$ cat src/rtl/alu_pkg.sv
// Shared definitions for the serial logic unit: opcodes and FSM encoding.
package alu_pkg;

  typedef logic [1:0] op_t;

  localparam op_t OP_AND = 2'b00;
  localparam op_t OP_OR  = 2'b01;
  localparam op_t OP_XOR = 2'b10;
  localparam op_t OP_NOR = 2'b11;

  localparam logic [1:0] ST_IDLE = 2'd0;
  localparam logic [1:0] ST_RUN  = 2'd1;
  localparam logic [1:0] ST_DONE = 2'd2;

endpackage

$ cat src/rtl/logic_slice.sv
// Combinational CHUNK-bit bitwise evaluator shared by every serial step.
module logic_slice
  import alu_pkg::*;
#(
  parameter int CHUNK = 1
) (
  input  logic [CHUNK-1:0] a,
  input  logic [CHUNK-1:0] b,
  input  logic [1:0]       op,
  output logic [CHUNK-1:0] y
);

  always_comb begin
    y = '0;
    case (op)
      OP_AND:  y = a & b;
      OP_OR:   y = a | b;
      OP_XOR:  y = a ^ b;
      OP_NOR:  y = ~(a | b);
      default: y = '0;
    endcase
  end

endmodule

$ cat src/rtl/alu_serial_logic.sv
// Bit-serial AND/OR/XOR/NOR unit: one CHUNK per clock, LSB chunk first,
// result reassembled by shifting in from the MSB side. CHUNK must divide WIDTH.
module alu_serial_logic
  import alu_pkg::*;
#(
  parameter int WIDTH = 32,
  parameter int CHUNK = 1
) (
  input  logic             clk,
  input  logic             reset,
  input  logic             in_valid,
  output logic             in_ready,
  input  logic [WIDTH-1:0] a,
  input  logic [WIDTH-1:0] b,
  input  logic [1:0]       op,
  output logic             out_valid,
  input  logic             out_ready,
  output logic [WIDTH-1:0] out,
  output logic             zero
);

  localparam int NCHUNK = WIDTH / CHUNK;
  localparam int CW     = (NCHUNK > 1) ? $clog2(NCHUNK) : 1;
  localparam logic [CW-1:0] CNT_LOAD = CW'(NCHUNK - 1);

  logic [1:0]       r_state;
  logic [WIDTH-1:0] r_a;
  logic [WIDTH-1:0] r_b;
  op_t              r_op;
  logic [CW-1:0]    r_cnt;
  logic [WIDTH-1:0] r_res;
  logic             r_nz;

  logic [CHUNK-1:0] w_y;
  logic [WIDTH-1:0] w_res_shift;

  logic_slice #(
    .CHUNK(CHUNK)
  ) u_slice (
    .a  (r_a[CHUNK-1:0]),
    .b  (r_b[CHUNK-1:0]),
    .op (r_op),
    .y  (w_y)
  );

  // A single-chunk build has no older result bits to carry along.
  generate
    if (CHUNK == WIDTH) begin : g_full
      assign w_res_shift = w_y;
    end else begin : g_part
      assign w_res_shift = {w_y, r_res[WIDTH-1:CHUNK]};
    end
  endgenerate

  always_ff @(posedge clk) begin
    if (reset) begin
      r_state <= ST_IDLE;
      r_a     <= '0;
      r_b     <= '0;
      r_op    <= OP_AND;
      r_cnt   <= '0;
      r_res   <= '0;
      r_nz    <= 1'b0;
    end else begin
      case (r_state)
        ST_IDLE: begin
          if (in_valid) begin
            r_a     <= a;
            r_b     <= b;
            r_op    <= op;
            r_cnt   <= CNT_LOAD;
            r_res   <= '0;
            r_nz    <= 1'b0;
            r_state <= ST_RUN;
          end
        end
        ST_RUN: begin
          r_res <= w_res_shift;
          r_a   <= r_a >> CHUNK;
          r_b   <= r_b >> CHUNK;
          r_nz  <= r_nz | (|w_y);
          if (r_cnt == '0) begin
            r_state <= ST_DONE;
          end else begin
            r_cnt <= r_cnt - CW'(1);
          end
        end
        ST_DONE: begin
          if (out_ready) begin
            r_state <= ST_IDLE;
          end
        end
        default: r_state <= ST_IDLE;
      endcase
    end
  end

  // Gating with reset keeps in_ready low for the whole reset pulse.
  assign in_ready  = (r_state == ST_IDLE) && !reset;
  assign out_valid = (r_state == ST_DONE);
  assign out       = r_res;
  assign zero      = (r_state == ST_DONE) && !r_nz;

endmodule

$ cat config.mk
export PLATFORM = sky130hd
export DESIGN_NAME = alu_serial_logic
export DESIGN_NICKNAME = d
export VERILOG_FILES = /design/src/rtl/alu_pkg.sv /design/src/rtl/logic_slice.sv /design/src/rtl/alu_serial_logic.sv
export SDC_FILE = /design/constraint.sdc
export NUM_CORES = 1
export LEC_CHECK = 0
export CAP_MARGIN = 5
export CELL_PAD_IN_SITES_DETAIL_PLACEMENT = 0
export CELL_PAD_IN_SITES_GLOBAL_PLACEMENT = 1
export CORE_ASPECT_RATIO = 0.5
export CORE_MARGIN = 2
export CORE_UTILIZATION = 36
export DETAILED_ROUTE_END_ITERATION = 10
export GPL_ROUTABILITY_DRIVEN = 0
export PLACE_DENSITY = 0.82
export SETUP_SLACK_MARGIN = 0.15
export SYNTH_ARGS = -nofsm -noshare
export SYNTH_HDL_FRONTEND = slang
export SYNTH_SLANG_ARGS = --single-unit
$ cat constraint.sdc
create_clock -name clk -period 1.9 [get_ports clk]
set_clock_uncertainty 0.05 [all_clocks]
set_input_delay 0.285 -clock clk [delete_from_list [all_inputs] [get_ports clk]]
set_output_delay 0.285 -clock clk [all_outputs]
set_load 0.05 [all_outputs]
# Yosys cells after proc, flatten, opt, wreduce, memory -nomap -nowiden

Cells that the tools add are included.

Flip-flop bits (word level): 106
Logic and storage cells: 50

$add $sub $neg: 1
Eq/ne operators: 9
Mux-type cells: 16
Bitwise logic cells: 5
Reduce and logical (&&, ||, !) cells: 12

Operators by type and width:

| cell                                                               | number |
|---|---|
| 32-bit case mux with 2 select lines                                | 3 |
| 32-bit 2-to-1 mux                                                  | 3 |
| 5-bit 2-to-1 mux                                                   | 2 |
| 5-bit case mux with 2 select lines                                 | 1 |
| 2-bit == test, second input constant                               | 3 |
| 2-bit 2-to-1 mux                                                   | 3 |
| 2-bit != test, second input constant                               | 3 |
| 2-bit case mux with 3 select lines                                 | 1 |
| 3-bit AND reduction                                                | 2 |
| 5-bit zero test                                                    | 1 |
| 5-bit by 1-bit subtractor with 5-bit output, second input constant | 1 |
| 2-bit by 1-bit == test with 1-bit output, second input constant    | 2 |
| 2-bit zero test                                                    | 2 |
| 1-bit case mux with 4 select lines                                 | 1 |
| 2-bit AND reduction                                                | 2 |
| 1-bit logical AND                                                  | 2 |
| 1-bit zero test                                                    | 2 |
| 2-bit by 1-bit != test with 1-bit output, second input constant    | 1 |
| 1-bit bitwise OR                                                   | 2 |
| 1-bit case mux with 2 select lines                                 | 1 |
| 2-bit nonzero test                                                 | 1 |
| 1-bit bitwise AND                                                  | 1 |
| 1-bit 2-to-1 mux                                                   | 1 |
| 1-bit NOT                                                          | 1 |
| 1-bit bitwise XOR                                                  | 1 |

# Logic depth before layout (Yosys ltp)

Depth in word-level cells: 5
Mapped depth: 6

# By module

A second synthesis with hierarchy kept.

Cells, all modules: 491
Area total of the unflattened synthesis: 4167.7 um2

Modules (own cells, without submodules):

| module           | instances | cells an instance | area an instance (um2) | sequential area each (um2) |
|---|---|---|---|---|
| alu_serial_logic | 1         | 482               | 4095.2                 | 2122.0 |
| logic_slice      | 1         | 9                 | 72.6                   | 0.0 |

# Worst setup path before layout

OpenSTA, ideal clock, no wires.

Kind: input to output
Start point: input port reset
End point: output port in_ready
Arrival: 1.684 ns
Required time: 1.565 ns
Slack: -0.119 ns
Cell stages on the path: 3
Path through: clkbuf_1 > clkbuf_1 > nor3_1

Cells in the longest elaborated chain, start to end: 2

RTL lines:

| what               | line                   | text |
|---|---|---|
| start: declaration | alu_serial_logic.sv:10 | `input logic reset,` |
| 1-bit zero test    | alu_serial_logic.sv:99 | `assign in_ready = (r_state == ST_IDLE) && !reset;` |
| 1-bit logical AND  | alu_serial_logic.sv:99 |  |
| end: declaration   | alu_serial_logic.sv:12 | `output logic in_ready,` |

No other way between the ends.

# Worst setup path in the final report

Start point: register r_state[1]
End point: output port zero

Cells in the longest elaborated chain, start to end: 2

RTL lines:

| what                     | line                    | text |
|---|---|---|
| start: declaration       | alu_serial_logic.sv:26  | `logic [1:0] r_state;` |
| start signal: assignment | alu_serial_logic.sv:57  | `r_state <= ST_IDLE;` |
| start signal: assignment | alu_serial_logic.sv:74  | `r_state <= ST_RUN;` |
| start signal: assignment | alu_serial_logic.sv:83  | `r_state <= ST_DONE;` |
| 2-bit == test            | alu_serial_logic.sv:102 | `assign zero = (r_state == ST_DONE) && !r_nz;` |
| 1-bit logical AND        | alu_serial_logic.sv:102 |  |
| end: declaration         | alu_serial_logic.sv:19  | `output logic zero` |

No other way between the ends.

==> qor.txt <==
Pin count of the biggest net entering global routing - 49
Starting Density - 37.4%
Final TNS setup - 0 ns
Largest fanout on the critical path - 7
Root Driver - clkbuf_16
Relative slew margins - 54.2%
Post-Synthesis Cells - 492
Die ar. - 12500 sq um
Req. time, crit path - 1.56 ns
Final hold violations - 0
Global-route wire length before repair - 16400 um
All-Layer GR Usage - 16.4%
Worst Tran Pin Value - 0.686 ns
DPL Wire Length - 6640 um
Final ANT Viol Nets - 0
CTS tree - done
Fmax - 0.595 GHz
First drt pass iteration count - 4
H-Tree Level Count - 3
Maximum capacitance violations - 0
# DRC - 0
Share of cells above drive strength 1 - 7.90%
Synth Area per Inst - 8.45 sq um
Post-synthesis cell type count - 33
DIE HEIGHT - 80.0 um
Top Ports - 105
WP data arrival - 1.35 ns
GRT overflow - 0
Fin crit share - 88.4%
Syn_nets - 565
Min cycle time layout - 1.68 ns
Run status - completed
Commonest non-fill, non-tap cell in the layout - dfxtp_1
Detailed Route Iter0 Violations - 228
Register area share after synthesis - 51.1%
Vias post-DR - 3764
Diode count - 0
Number of antenna violations at the first check in global routing - 0
Most frequent cells in the layout - 105 x dfxtp_1, 101 x nand2_1, 99 x a21oi_1
Area Growth Syn to Fin - 37.0%
Setup bufs post-CTS - 0
Die width - 156 um
Fin. max-slew vios - 0
Pwr per Cell Area - 881 nW/um^2
Worst Setup Start Kind - flop
Hold_sp - reset
FP Rows - 27
CP Class - flop to primary output
Clk_lat worst skew - 0.34 ns
Final setup vio count - 0
Worst hold path class - input pin to flop
Synth warnings - 0
Worst setup startpoint - r_state[1]
Clk slew on worst S/H paths - 0.06 ns
Hold_buf cts - 0
Final net count - 650
Static Leakage - 2.11 nW
Clock tree buffer depth - 2
Routed len/inst - 13.9 um
Vias in the first global route - 3356
Yosys reg bits - 106
Crit path capture type - primary output
Vias per cell - 5.18
Clk sinks - 106
Cell Area, Synth - 4160 sq um
Final Power - 5.01 mW
Buffers on Ports - 104
Clock buffer count from CTS - 9
Maximum vdd drop - 0.425 mV
RSZ-0062 raised after global routing - no
Total core area - 11100 sq um
R2r startpoint - r_cnt[0]
Routed WL - 10100 um
## power by group
part	internal (mW)	leakage, nW	switching [mW]
sequential	2.35	0.866	0.0798
clock	0.927	0.139	0.816
combinational	0.389	1.10	0.450
## cells by family after synthesis
family	Yosys count	share of synthesized area, %
mux	1	0.271
buf+inv	52	5.66
flops	106	51.1
simple gates	153	16.2
compound gates	177	25.9
fa+ha+maj	3	0.903
## routing by layer
layer	routed length, um	global-route usage [%]	up-vias
met1	5040	22.0	1764
met5	0	0	-
met2	4600	26.2	89
met4	35	4.13	0
met3	441	4.51	2
li1	-	-	1909
## worst max-delay path, stage by stage (launching register included)
cell       delay, ns
dfxtp_4         0.38
buf_6           0.13
inv_1           0.07
nor3_2          0.22
clkbuf_16       0.20
## repair_timing
item,CTS,global route
pin swaps,1,1
gates resized for setup,31,3
endpoints found under the hold margin,0,0
endpoints found under the setup margin,32,2
## synthesized netlist by cell type (all sizes together)
| cell type | number | share of area (%) |
|---|---|---|
| nand2b | 3 | 0.45 |
| o21bai | 2 | 0.36 |
| ha | 3 | 0.90 |
| nor2 | 4 | 0.36 |
| a211o | 2 | 0.42 |
| or3b | 1 | 0.21 |
| a31oi | 5 | 0.75 |
| clkbuf | 20 | 1.8 |
| nand3 | 34 | 4.1 |
| buf | 26 | 3.3 |
| o41ai | 1 | 0.21 |
| or3 | 1 | 0.15 |
| or4 | 2 | 0.36 |
| o31ai | 1 | 0.18 |
| a221oi | 1 | 0.21 |
| nand2 | 101 | 9.1 |
| nor3 | 2 | 0.24 |
| a2111oi | 1 | 0.21 |
| a21o | 1 | 0.18 |
| nor3b | 2 | 0.48 |
| nor2b | 2 | 0.36 |
| nor4b | 1 | 0.36 |
| dfxtp | 106 | 51 |
| a21oi | 99 | 12 |
| a22oi | 62 | 11 |
| inv | 6 | 0.54 |
| o21ai | 2 | 0.24 |
| mux2 | 1 | 0.27 |
## per-stage QoR
stage | hold WS (ns) | worst slack [ns] | cell area, sq um | utilization [%] | cells
global route | 0.272 | 0.155 | 5690 | 51.2 | 727
floorplan | 0.371 | 0.307 | 4170 | - | 492
CTS | 0.260 | 0.169 | 5680 | 51.1 | 727
finish | 0.269 | 0.220 | 5690 | 51.2 | 727
detailed placement | 0.397 | 0.146 | 5440 | 48.9 | 711
global placement | 0.393 | 0.182 | 5440 | 48.9 | 711
## state kept, by name, summed over array words and instances (netlist names)
signal,cells
out,32
r_a,32
r_b,32
r_cnt,5
r_nz,1
r_op,2
r_state,2
## cell type report
cell class              count  area, sq um
fillers                  1076         5420
flip-flops and latches    106         2130
multi-input cells         334         1830
repair buffers            120         1250
clock buffers              10          239
well taps                 145          181
clock inverters             6         40.0
inverters                   6         22.5
## worst paths after layout
check	end	slack, ns	depth (start not counted)
max	zero	0.22	4
min	r_state[1]	0.27	2
max reg2reg	r_cnt[1]	0.27	5
min reg2reg	r_b[29]	0.41	2
No activity file was read; power rests on OpenSTA's default activity.
